--- config.mk ---
export PLATFORM = sky130hd
export DESIGN_NAME = trap_ctrl_flat
export DESIGN_NICKNAME = d
export VERILOG_FILES = /design/src/rtl/trap_ctrl_pkg.sv /design/src/rtl/trap_ctrl_if.sv /design/src/rtl/trap_ctrl_irq_prio.sv /design/src/rtl/trap_ctrl.sv /design/src/flat_wrapper.sv
export SDC_FILE = /design/constraint.sdc
export NUM_CORES = 1
export LEC_CHECK = 0
export ABC_AREA = 1
export BUFFER_PORTS_ARGS = -buffer_cell sky130_fd_sc_hd__buf_2
export CAP_MARGIN = 15
export CORE_AREA = 2 2 120 122
export CTS_BUF_LIST = sky130_fd_sc_hd__clkbuf_16
export DETAILED_ROUTE_END_ITERATION = 16
export DIE_AREA = 0 0 122 124
export HOLD_SLACK_MARGIN = 0.02
export PLACE_DENSITY_LB_ADDON = 0.15
export SLEW_MARGIN = 20
export SYNTH_ARGS = -nofsm -noshare
export SYNTH_HDL_FRONTEND = slang
export SYNTH_SLANG_ARGS = --single-unit
--- constraint.sdc ---
create_clock -name clk -period 4.9 [get_ports clk]
set_clock_uncertainty 0.15 [all_clocks]
set_input_delay 0.49 -clock clk [delete_from_list [all_inputs] [get_ports clk]]
set_output_delay 0.49 -clock clk [all_outputs]
set_load 0.03 [all_outputs]
--- src/rtl/trap_ctrl_pkg.sv ---
// Shared types and constants for the machine-mode trap sequencer.
package trap_ctrl_pkg;

    // Machine interrupt cause codes (mcause[3:0] when mcause[31] is set).
    localparam logic [3:0] IRQ_MACH_EXTERN = 4'd11;
    localparam logic [3:0] IRQ_MACH_SOFT   = 4'd3;
    localparam logic [3:0] IRQ_MACH_TIMER  = 4'd7;

    typedef enum logic [1:0] {
        IDLE,
        FLUSH,
        REDIRECT
    } trap_state_type;

    // Values handed to the CSR file on a trap.
    typedef struct packed {
        logic        take;
        logic [31:0] cause;
        logic [31:0] epc;
        logic [31:0] tval;
    } trap_ctrl_out_type;

    // Vectored-mode target: base + 4*code, the 30-bit add wraps.
    function automatic logic [31:0] vec_target(input logic [31:0] tvec, input logic [3:0] code);
        logic [29:0] base;
        base = tvec[31:2] + {26'b0, code};
        return {base, 2'b00};
    endfunction

endpackage

--- src/rtl/trap_ctrl_if.sv ---
// Commit/CSR/fetch signal bundle for the trap sequencer.
interface trap_ctrl_if;
    logic        exc_valid;
    logic [3:0]  exc_cause;
    logic [31:0] exc_epc;
    logic [31:0] exc_tval;
    logic        mret_req;
    logic        retire_valid;
    logic [31:0] retire_npc;
    logic        mstatus_mie;
    logic [2:0]  mie_en;
    logic [2:0]  mip_pend;
    logic [31:0] mtvec;
    logic [31:0] mepc;
    logic        trap_take;
    logic [31:0] trap_cause;
    logic [31:0] trap_epc;
    logic [31:0] trap_tval;
    logic        mret_take;
    logic        flush;
    logic        stall;
    logic        redirect_valid;
    logic [31:0] redirect_pc;
    logic        redirect_ready;

    // Pipeline/CSR/fetch side.
    modport master (
        output exc_valid, exc_cause, exc_epc, exc_tval, mret_req, retire_valid, retire_npc,
               mstatus_mie, mie_en, mip_pend, mtvec, mepc, redirect_ready,
        input  trap_take, trap_cause, trap_epc, trap_tval, mret_take, flush, stall,
               redirect_valid, redirect_pc
    );

    // Trap sequencer side.
    modport slave (
        input  exc_valid, exc_cause, exc_epc, exc_tval, mret_req, retire_valid, retire_npc,
               mstatus_mie, mie_en, mip_pend, mtvec, mepc, redirect_ready,
        output trap_take, trap_cause, trap_epc, trap_tval, mret_take, flush, stall,
               redirect_valid, redirect_pc
    );
endinterface

--- src/rtl/trap_ctrl_irq_prio.sv ---
// Fixed-priority encoder for eligible machine interrupts: MEI > MSI > MTI.
module trap_ctrl_irq_prio
    import trap_ctrl_pkg::*;
(
    input  logic [2:0] eligible_i, // {mei, msi, mti}
    output logic       valid_o,
    output logic [3:0] code_o
);

    // Pick the highest-priority eligible source.
    always_comb begin
        valid_o = 1'b1;
        code_o  = IRQ_MACH_EXTERN;
        if (eligible_i[2]) begin
            code_o = IRQ_MACH_EXTERN;
        end else if (eligible_i[1]) begin
            code_o = IRQ_MACH_SOFT;
        end else if (eligible_i[0]) begin
            code_o = IRQ_MACH_TIMER;
        end else begin
            valid_o = 1'b0;
            code_o  = 4'd0;
        end
    end

endmodule

--- src/rtl/trap_ctrl.sv ---
// Trap sequencer: arbitrates exceptions, mret and interrupts, pulses the CSR
// commit, drains the pipeline and then holds a redirect until fetch accepts it.
module trap_ctrl
    import trap_ctrl_pkg::*;
#(
    parameter int unsigned FLUSH_CYCLES = 2,
    parameter bit          VECTORED_EN  = 1'b1
) (
    input logic        clk,
    input logic        rst,
    trap_ctrl_if.slave bus
);

    localparam logic [3:0] FLUSH_LAST = 4'(FLUSH_CYCLES - 1);

    trap_state_type    state_q, state_d;
    logic [3:0]        cnt_q, cnt_d;
    logic [31:0]       pc_q, pc_d;
    trap_ctrl_out_type trap_out;
    logic              mret_take;
    logic              go;
    logic [2:0]        irq_eligible;
    logic              irq_valid;
    logic [3:0]        irq_code;
    logic              unused_mepc_lsb;

    // mepc[0] is always cleared on return.
    assign unused_mepc_lsb = bus.mepc[0];

    assign irq_eligible = {3{bus.mstatus_mie & bus.retire_valid}} & bus.mie_en & bus.mip_pend;

    trap_ctrl_irq_prio u_irq_prio (
        .eligible_i (irq_eligible),
        .valid_o    (irq_valid),
        .code_o     (irq_code)
    );

    // Request arbitration in IDLE and sequencing through FLUSH/REDIRECT.
    always_comb begin
        trap_out  = '0;
        mret_take = 1'b0;
        go        = 1'b0;
        state_d   = state_q;
        cnt_d     = cnt_q;
        pc_d      = pc_q;
        unique case (state_q)
            IDLE: begin
                // Takes are gated by reset so the CSR file never commits mid-reset.
                if (!rst) begin
                    if (bus.exc_valid) begin
                        go             = 1'b1;
                        trap_out.take  = 1'b1;
                        trap_out.cause = {28'b0, bus.exc_cause};
                        trap_out.epc   = bus.exc_epc;
                        trap_out.tval  = bus.exc_tval;
                        pc_d           = {bus.mtvec[31:2], 2'b00};
                    end else if (bus.mret_req) begin
                        go        = 1'b1;
                        mret_take = 1'b1;
                        pc_d      = {bus.mepc[31:1], 1'b0};
                    end else if (irq_valid) begin
                        go             = 1'b1;
                        trap_out.take  = 1'b1;
                        trap_out.cause = {1'b1, 27'b0, irq_code};
                        trap_out.epc   = bus.retire_npc;
                        trap_out.tval  = 32'b0;
                        if (VECTORED_EN && bus.mtvec[1:0] == 2'b01) begin
                            pc_d = vec_target(bus.mtvec, irq_code);
                        end else begin
                            pc_d = {bus.mtvec[31:2], 2'b00};
                        end
                    end
                end
                if (go) begin
                    state_d = FLUSH;
                    cnt_d   = 4'd0;
                end
            end
            FLUSH: begin
                cnt_d = cnt_q + 4'd1;
                if (cnt_q == FLUSH_LAST) begin
                    state_d = REDIRECT;
                end
            end
            REDIRECT: begin
                if (bus.redirect_ready) begin
                    state_d = IDLE;
                end
            end
            default: state_d = IDLE;
        endcase
    end

    // State, drain counter and redirect target registers.
    always_ff @(posedge clk) begin
        if (rst) begin
            state_q <= IDLE;
            cnt_q   <= 4'd0;
            pc_q    <= 32'd0;
        end else begin
            state_q <= state_d;
            cnt_q   <= cnt_d;
            pc_q    <= pc_d;
        end
    end

    assign bus.trap_take      = trap_out.take;
    assign bus.trap_cause     = trap_out.cause;
    assign bus.trap_epc       = trap_out.epc;
    assign bus.trap_tval      = trap_out.tval;
    assign bus.mret_take      = mret_take;
    assign bus.flush          = (state_q == FLUSH);
    assign bus.stall          = (state_q != IDLE);
    assign bus.redirect_valid = (state_q == REDIRECT);
    assign bus.redirect_pc    = pc_q;

    // An exception while the sequencer is busy means the pipeline failed to stall.
    a_no_exc_when_busy: assert property (@(posedge clk) disable iff (rst)
        !(bus.exc_valid && state_q != IDLE));

endmodule

--- src/flat_wrapper.sv ---
// flat-port wrapper written by rule: the top's interface ports become plain ports
module trap_ctrl_flat import trap_ctrl_pkg::*;
#(
    parameter int unsigned FLUSH_CYCLES = 2,
    parameter bit          VECTORED_EN  = 1'b1
)
  (clk, rst, bus_exc_valid, bus_exc_cause, bus_exc_epc, bus_exc_tval, bus_mret_req, bus_retire_valid, bus_retire_npc, bus_mstatus_mie, bus_mie_en, bus_mip_pend, bus_mtvec, bus_mepc, bus_redirect_ready, bus_trap_take, bus_trap_cause, bus_trap_epc, bus_trap_tval, bus_mret_take, bus_flush, bus_stall, bus_redirect_valid, bus_redirect_pc);
  trap_ctrl_if bus_i ();
  input logic clk;
  input logic rst;
  input wire logic [$bits(bus_i.exc_valid)-1:0] bus_exc_valid;
  input wire logic [$bits(bus_i.exc_cause)-1:0] bus_exc_cause;
  input wire logic [$bits(bus_i.exc_epc)-1:0] bus_exc_epc;
  input wire logic [$bits(bus_i.exc_tval)-1:0] bus_exc_tval;
  input wire logic [$bits(bus_i.mret_req)-1:0] bus_mret_req;
  input wire logic [$bits(bus_i.retire_valid)-1:0] bus_retire_valid;
  input wire logic [$bits(bus_i.retire_npc)-1:0] bus_retire_npc;
  input wire logic [$bits(bus_i.mstatus_mie)-1:0] bus_mstatus_mie;
  input wire logic [$bits(bus_i.mie_en)-1:0] bus_mie_en;
  input wire logic [$bits(bus_i.mip_pend)-1:0] bus_mip_pend;
  input wire logic [$bits(bus_i.mtvec)-1:0] bus_mtvec;
  input wire logic [$bits(bus_i.mepc)-1:0] bus_mepc;
  input wire logic [$bits(bus_i.redirect_ready)-1:0] bus_redirect_ready;
  output wire logic [$bits(bus_i.trap_take)-1:0] bus_trap_take;
  output wire logic [$bits(bus_i.trap_cause)-1:0] bus_trap_cause;
  output wire logic [$bits(bus_i.trap_epc)-1:0] bus_trap_epc;
  output wire logic [$bits(bus_i.trap_tval)-1:0] bus_trap_tval;
  output wire logic [$bits(bus_i.mret_take)-1:0] bus_mret_take;
  output wire logic [$bits(bus_i.flush)-1:0] bus_flush;
  output wire logic [$bits(bus_i.stall)-1:0] bus_stall;
  output wire logic [$bits(bus_i.redirect_valid)-1:0] bus_redirect_valid;
  output wire logic [$bits(bus_i.redirect_pc)-1:0] bus_redirect_pc;
  assign bus_i.exc_valid = bus_exc_valid;
  assign bus_i.exc_cause = bus_exc_cause;
  assign bus_i.exc_epc = bus_exc_epc;
  assign bus_i.exc_tval = bus_exc_tval;
  assign bus_i.mret_req = bus_mret_req;
  assign bus_i.retire_valid = bus_retire_valid;
  assign bus_i.retire_npc = bus_retire_npc;
  assign bus_i.mstatus_mie = bus_mstatus_mie;
  assign bus_i.mie_en = bus_mie_en;
  assign bus_i.mip_pend = bus_mip_pend;
  assign bus_i.mtvec = bus_mtvec;
  assign bus_i.mepc = bus_mepc;
  assign bus_i.redirect_ready = bus_redirect_ready;
  assign bus_trap_take = bus_i.trap_take;
  assign bus_trap_cause = bus_i.trap_cause;
  assign bus_trap_epc = bus_i.trap_epc;
  assign bus_trap_tval = bus_i.trap_tval;
  assign bus_mret_take = bus_i.mret_take;
  assign bus_flush = bus_i.flush;
  assign bus_stall = bus_i.stall;
  assign bus_redirect_valid = bus_i.redirect_valid;
  assign bus_redirect_pc = bus_i.redirect_pc;
  trap_ctrl #(.FLUSH_CYCLES(FLUSH_CYCLES), .VECTORED_EN(VECTORED_EN)) u_core (.clk(clk), .rst(rst), .bus(bus_i));
endmodule
==> flow_metrics.env, run 1 <==
export IMPL_power_total_mw=1.345
export IMPL_die_height_um=124
export IMPL_synth_area_per_cell_sq_um=6.196
export IMPL_place_inst=1075
export IMPL_hold_viol=0
export IMPL_die_area_sq_um=15130
export IMPL_post_synth_top_area_fraction_pct=18.62
export IMPL_vias=4997
export IMPL_worstHoldStart="u_core.cnt_q[3]"
export IMPL_power_frac_clock_pct=23.5
export IMPL_seq_power_share_pct=27.9
export IMPL_regToRegEndpoint="u_core.bus.redirect_pc[4]"
export IMPL_diodes=0
export IMPL_wirelength_mm=16.13
export IMPL_syn_to_final_growth_pct=38.13
export IMPL_grt_ovfl_total=0
export IMPL_post_route_period_util_pct=60.81
export IMPL_netlist_area_sq_um=3978
export IMPL_yosys_warnings=0
export IMPL_grt_setup_unrepaired="false"
export IMPL_final_cells=1083
export IMPL_worstHoldEndpoint="u_core.cnt_q[3]"
export IMPL_multi_input_area_sq_um=2620
export IMPL_slew_violations=0
export IMPL_synthMuxAreaShare_pct=0
export IMPL_post_place_ws_ns=1.749
export IMPL_synth_seq_cells=37
export IMPL_dr_wl_met2_mm=7.495
export IMPL_drive_gt1_share_pct=36.88
export IMPL_utilization_pct=40.05
export IMPL_cts_resized_gates=0
export IMPL_cts_root_buf="clkbuf_16"
export IMPL_place_area_sq_um=5358
export IMPL_io_buffers=280
export IMPL_crit_arrival_ns=2.34
export IMPL_rows=43
export IMPL_drtPass1Iterations=4
export IMPL_final_cell_mix="buf_2 (280), nand2_1 (116), nor2_1 (89)"
export IMPL_drt_iter0_drc=328
export IMPL_syn_inst=642
export IMPL_drc=0
export IMPL_viasPerCell=4.614
export IMPL_hold_path_depth=2
export IMPL_cts_reportedPaths_clkPinSlew_ns=0.06
export IMPL_crit_fanout=34
export IMPL_start_util_pct=28.99
export IMPL_antenna_found_initial=0
export IMPL_cts_tree="done"
export IMPL_highest_layer="met4"
export IMPL_sw_frac_of_total_pct=45.93
export IMPL_p_per_area_nw_per_um2=244.8
export IMPL_ant_nets=0
export IMPL_insertion_delay_ns=0.28
export IMPL_synth_seq_area_share_pct=18.62
export IMPL_h_tree_depth=2
export IMPL_post_cts_buffers=0
export IMPL_die_w_um=122
export IMPL_drt_wirelength_per_cell_um=14.89
export IMPL_grt_pass1_vias=4585
export IMPL_intPower_mw=0.7272
export IMPL_run_status="finished, final reports clean"
export IMPL_tns_ns=0
export IMPL_holdWs_ns=0.3121
export IMPL_wl_met1_mm=7.358
export IMPL_max_cap_violations=0
export IMPL_setup_violations=0
export IMPL_synth_fa_ha_area_share_pct=2.391
export IMPL_ff_latch_area_sq_um=740.7
export IMPL_synth_xor_xnor_area_share_pct=1.321
export IMPL_synth_compound_area_share_pct=26.39
export IMPL_relSlewSlack_pct=59.49
export IMPL_maxClockFrequency_mhz=335.6
export IMPL_grt_use_total_pct=19.85
export IMPL_combPwrFrac_pct=48.6
export IMPL_ir_worst_vdd_mv=0.09894
export IMPL_cts_buffers=5
export IMPL_reg2reg_depth=5
export IMPL_stdcell_area_sq_um=5494
export IMPL_fillers=1558
export IMPL_yosys_area_share_simple_pct=33.12
export IMPL_grt_pass1_wl_mm=23.74
export IMPL_min_period_ns=2.980
export IMPL_holdBufCountCts=0
export IMPL_cts_max_path_buffers=2
export IMPL_r2r_start="u_core.state_q[0]"
export IMPL_setup_ws_ns=1.920
export IMPL_p_leak_nw=3.037
export IMPL_wl_met3_mm=1.108
export IMPL_worst_pin_slew_ns=0.6068
export IMPL_layout_nets=1086
export IMPL_synth_distinct_cells=43
export IMPL_place_hpwl_mm=12.45
export IMPL_cts_sinks=37
export IMPL_synth_top_family_by_area="simple AND/OR/NAND/NOR gates"
export IMPL_grt_max_degree=39
export IMPL_yosys_top_cells_area="dfxtp_1 (19%), nand2_1 (11%), nor2_1 (8.4%)"
export IMPL_io_pins=310
export IMPL_cp_required_ns=4.26
export IMPL_synth_top_area_cell="dfxtp_1"
export IMPL_routabilityCongestion=0.8088
export IMPL_worst_setup_path_type="flip-flop to primary output"
export IMPL_ff2ff_setup_slack_ns=3.20
export IMPL_final_common_cell="buf_2"
export IMPL_hold_path_class="flip-flop to flip-flop"
export IMPL_cp_end_kind="primary output"
export IMPL_critPathLaunchType="flip-flop"
export IMPL_p_switching_mw=0.6177
export IMPL_fp_coreArea_sq_um=13720
[power groups by stage]
| stage | combinational (mW) | sequential (mW) | clock, mW |
|---|---|---|---|
| global placement | 0.659 | 0.381 | 0 |
| floorplan | 0.377 | 0.466 | 0 |
| global route | 0.714 | 0.381 | 0.335 |
| detailed placement | 0.656 | 0.381 | 0 |
| CTS | 0.658 | 0.376 | 0.324 |
| finish | 0.654 | 0.375 | 0.316 |
[layout make-up]
class,instances,share of cell area [%]
Multi-Input combinational cell,485,47.69
Clock inverter,3,0.2050
Clock buffer,5,2.277
Tap cell,180,4.099
Timing Repair Buffer,285,26.19
Inverter,88,6.058
Sequential cell,37,13.48
[metal layers]
metal | vias to the layer above | track usage [%]
met2 | 189 | 32.58
met5 | - | 0
li1 | 2598 | -
met4 | 0 | 3.664
met1 | 2199 | 27.52
met3 | 11 | 3.434
[flip-flops by register name, summed over array words and instances (netlist names)]
name                    flops
u_core.cnt_q                4
u_core.state_q              2
u_core.bus.redirect_pc     31
[worst max path at each step]
stage / from / endpoint / slack, ns / depth (start not counted)
2_1_floorplan: bus_mstatus_mie / u_core.bus.redirect_pc[24] / 2.27 / 17
3_3_place_gp: bus_mstatus_mie / u_core.bus.redirect_pc[28] / 1.77 / 17
3_5_place_dp: bus_mstatus_mie / u_core.bus.redirect_pc[28] / 1.75 / 17
4_1_cts: u_core.state_q[0] / bus_trap_epc[0] / 1.94 / 8
5_1_grt: bus_mstatus_mie / u_core.bus.redirect_pc[28] / 1.81 / 17
6_report: u_core.state_q[0] / bus_trap_epc[0] / 1.92 / 8
[critical path: stages (launching register included)]
cell     delay [ns]
dfxtp_1        0.34
nor2_4         0.17
inv_2          0.08
nor2_8         0.37
inv_2          0.14
nor3_4         0.17
buf_4          0.33
a32o_1         0.21
buf_2          0.21
[cell usage after synthesis (all sizes together)]
cell type and number:
clkbuf 13, a31oi 7, nand4 7, a211oi 2, xnor2 2, nand3 32
nand2 124, nand3b 1, a22oi 3, dfxtp 37, fa 1, a32o 32
conb 1, a32oi 1, nor3 9, xor2 4, nor2 102, inv 88
a22o 6, ha 6, nor3b 1, nor4 1, o21ai 72, or2 1
a21oi 43, buf 46
[cells by family (layout without fill, tap and decap cells)]
kind of cell             after synthesis  after routing
AO/OA/AOI/OAI                        166            166
buffers and inverters                147            381
XOR/XNOR                               6              6
AND/OR/NAND/NOR                      278            278
adder cells (fa/ha/maj)                7              7
flip-flops                            37             37
other                                  1             28
No activity file was read; power rests on OpenSTA's default activity.
==> inputs of run 2 (changes only) <==
--- a/config.mk
+++ b/config.mk
@@ -8,10 +8,10 @@
 export ABC_AREA = 1
 export BUFFER_PORTS_ARGS = -buffer_cell sky130_fd_sc_hd__buf_2
 export CAP_MARGIN = 15
-export CORE_AREA = 2 2 120 122
+export CORE_AREA = 2 2 121 123
 export CTS_BUF_LIST = sky130_fd_sc_hd__clkbuf_16
 export DETAILED_ROUTE_END_ITERATION = 16
-export DIE_AREA = 0 0 122 124
+export DIE_AREA = 0 0 123 125
 export HOLD_SLACK_MARGIN = 0.02
 export PLACE_DENSITY_LB_ADDON = 0.15
 export SLEW_MARGIN = 20
==> constraint.sdc (replaced) <==
create_clock -name clk -period 2.8 [get_ports clk]
set_clock_uncertainty 0.15 [all_clocks]
set_input_delay 0.28 -clock clk [delete_from_list [all_inputs] [get_ports clk]]
set_output_delay 0.28 -clock clk [all_outputs]
set_load 0.03 [all_outputs]
==> run 2 against run 1 <==
Net effect: hold slack worse by 0.21 ns; critical endpoint is now u_core.bus.redirect_pc[28]; power up 76%; flip-flop and latch count unchanged; largest cell class unchanged; critical path type is now input pin to flip-flop; critical path depth grew 9; via count rose by 1.3%; first-iteration DRC count up 1.5%; combinational power is 76% higher; final area grew 0.91%; sequential share of layout area decreased by 0.12 points; die area up 1.6%.
==> flow_metrics.env, run 2 (synthesized netlist as in run 1, its figures left out) <==
export IMPL_grt_ovfl_total=0
export IMPL_grt_use_total_pct=19.97
export IMPL_stdcell_area_sq_um=5544
export IMPL_worstHoldEndpoint="u_core.state_q[1]"
export IMPL_p_switching_mw=1.091
export IMPL_r2r_start="u_core.state_q[0]"
export IMPL_grt_pass1_wl_mm=24.36
export IMPL_crit_arrival_ns=2.53
export IMPL_grt_max_degree=38
export IMPL_io_pins=310
export IMPL_drtPass1Iterations=5
export IMPL_routabilityCongestion=0.8212
export IMPL_relSlewSlack_pct=59.75
export IMPL_ir_worst_vdd_mv=0.2259
export IMPL_ant_nets=0
export IMPL_grt_pass1_vias=4644
export IMPL_final_common_cell="buf_2"
export IMPL_setup_violations=0
export IMPL_max_cap_violations=0
export IMPL_worstHoldStart="bus_redirect_ready"
export IMPL_post_route_period_util_pct=88.07
export IMPL_die_height_um=125
export IMPL_diodes=0
export IMPL_drt_wirelength_per_cell_um=14.66
export IMPL_cp_required_ns=2.87
export IMPL_viasPerCell=4.631
export IMPL_sw_frac_of_total_pct=45.95
export IMPL_io_buffers=280
export IMPL_antenna_found_initial=0
export IMPL_die_area_sq_um=15380
export IMPL_hold_viol=0
export IMPL_insertion_delay_ns=0.28
export IMPL_regToRegEndpoint="u_core.cnt_q[1]"
export IMPL_rows=44
export IMPL_maxClockFrequency_mhz=405.5
export IMPL_combPwrFrac_pct=48.7
export IMPL_start_util_pct=28.00
export IMPL_drive_gt1_share_pct=37.29
export IMPL_min_period_ns=2.466
export IMPL_final_cells=1093
export IMPL_vias=5062
export IMPL_place_inst=1085
export IMPL_grt_setup_unrepaired="false"
export IMPL_cts_root_buf="clkbuf_16"
export IMPL_fp_coreArea_sq_um=14200
export IMPL_cts_sinks=37
export IMPL_layout_nets=1092
export IMPL_post_cts_buffers=0
export IMPL_worst_pin_slew_ns=0.6029
export IMPL_largest_reg_flops=31
export IMPL_place_area_sq_um=5408
export IMPL_hold_path_depth=4
export IMPL_p_leak_nw=3.067
export IMPL_crit_fanout=5
export IMPL_cts_resized_gates=0
export IMPL_reg2reg_depth=5
export IMPL_drt_iter0_drc=333
export IMPL_cp_end_kind="flip-flop"
export IMPL_drc=0
export IMPL_run_status="finished, final reports clean"
export IMPL_slew_violations=0
export IMPL_cts_reportedPaths_clkPinSlew_ns=0.06
export IMPL_h_tree_depth=2
export IMPL_critPathLaunchType="input pin"
export IMPL_cts_tree="done"
export IMPL_wirelength_mm=16.02
export IMPL_place_hpwl_mm=12.37
export IMPL_syn_to_final_growth_pct=39.38
export IMPL_final_cell_mix="buf_2 (280), nand2_1 (116), nor2_1 (89)"
export IMPL_intPower_mw=1.283
export IMPL_holdBufCountCts=0
export IMPL_ff2ff_setup_slack_ns=1.33
export IMPL_tns_ns=0
export IMPL_seq_power_share_pct=27.7
export IMPL_cts_max_path_buffers=2
export IMPL_p_per_area_nw_per_um2=428.1
export IMPL_cts_buffers=5
export IMPL_hold_path_class="input pin to flip-flop"
export IMPL_power_frac_clock_pct=23.6
export IMPL_die_w_um=123
export IMPL_worst_setup_path_type="input pin to flip-flop"
-- run 2: metrics by stage --
| step | hold slack, ns | power, mW | setup slack [ns] | util, % |
|---|---|---|---|---|
| floorplan | 0.2900 | 1.474 | 0.3844 | - |
| global placement | 0.3025 | 1.833 | 0.1046 | 38.07 |
| detailed placement | 0.3114 | 1.833 | 0.04936 | 38.07 |
| CTS | 0.1080 | 2.395 | 0.3420 | 39.03 |
| global route | 0.1454 | 2.523 | 0.1450 | 39.03 |
| finish | 0.1061 | 2.374 | 0.3341 | 39.03 |
-- run 2: layout make-up --
type,instances,area [sq um]
clock buffer,5,125.1
clock inverter,3,11.26
fill,1640,8660
inverter,88,332.8
multi-input combinational,485,2620
sequential,37,740.7
tap,184,230.2
timing repair buffer,291,1484
-- run 2: worst max-delay path by stage --
stage	slack (ns)	to	depth (start not counted)	from
final	0.33	u_core.bus.redirect_pc[28]	17	bus_retire_valid
after global routing	0.14	u_core.bus.redirect_pc[22]	17	bus_retire_valid
after CTS	0.34	u_core.bus.redirect_pc[28]	17	bus_mstatus_mie
after detailed placement	0.05	u_core.bus.redirect_pc[28]	17	bus_mstatus_mie
after global placement	0.10	u_core.bus.redirect_pc[28]	17	bus_retire_valid
after floorplan	0.38	u_core.bus.redirect_pc[24]	17	bus_mstatus_mie
-- run 2: layer usage --
layer / routed length (um) / GRT usage [%] / part of all wire (%) / vias up
li1: - / - / - / 2611
met1: 7336 / 27.04 / 46 / 2268
met2: 7595 / 33.93 / 47 / 177
met3: 1003 / 3.650 / 6.3 / 6
met4: 85 / 2.206 / 0.53 / 0
met5: 0 / 0 / 0 / -
-- run 2: power groups by stage --
stage | sequential, mW | clock [mW] | combinational, mW
5_1_grt | 0.667 | 0.592 | 1.26
3_3_place_gp | 0.668 | 0 | 1.16
2_1_floorplan | 0.815 | 0 | 0.659
4_1_cts | 0.658 | 0.569 | 1.17
6_report | 0.658 | 0.561 | 1.15
3_5_place_dp | 0.668 | 0 | 1.16
-- run 2: critical path, cell delays in order --
cell     delay [ns]
buf_2          0.08
nand2_1        0.08
inv_2          0.06
nand3_1        0.09
nand2_2        0.11
nor2_4         0.04
inv_1          0.08
ha_1           0.19
inv_1          0.06
fa_1           0.44
o21ai_4        0.25
nand4_1        0.20
nor2_2         0.24
nand2_1        0.08
nand2_1        0.06
nand3_1        0.06
a21oi_1        0.13
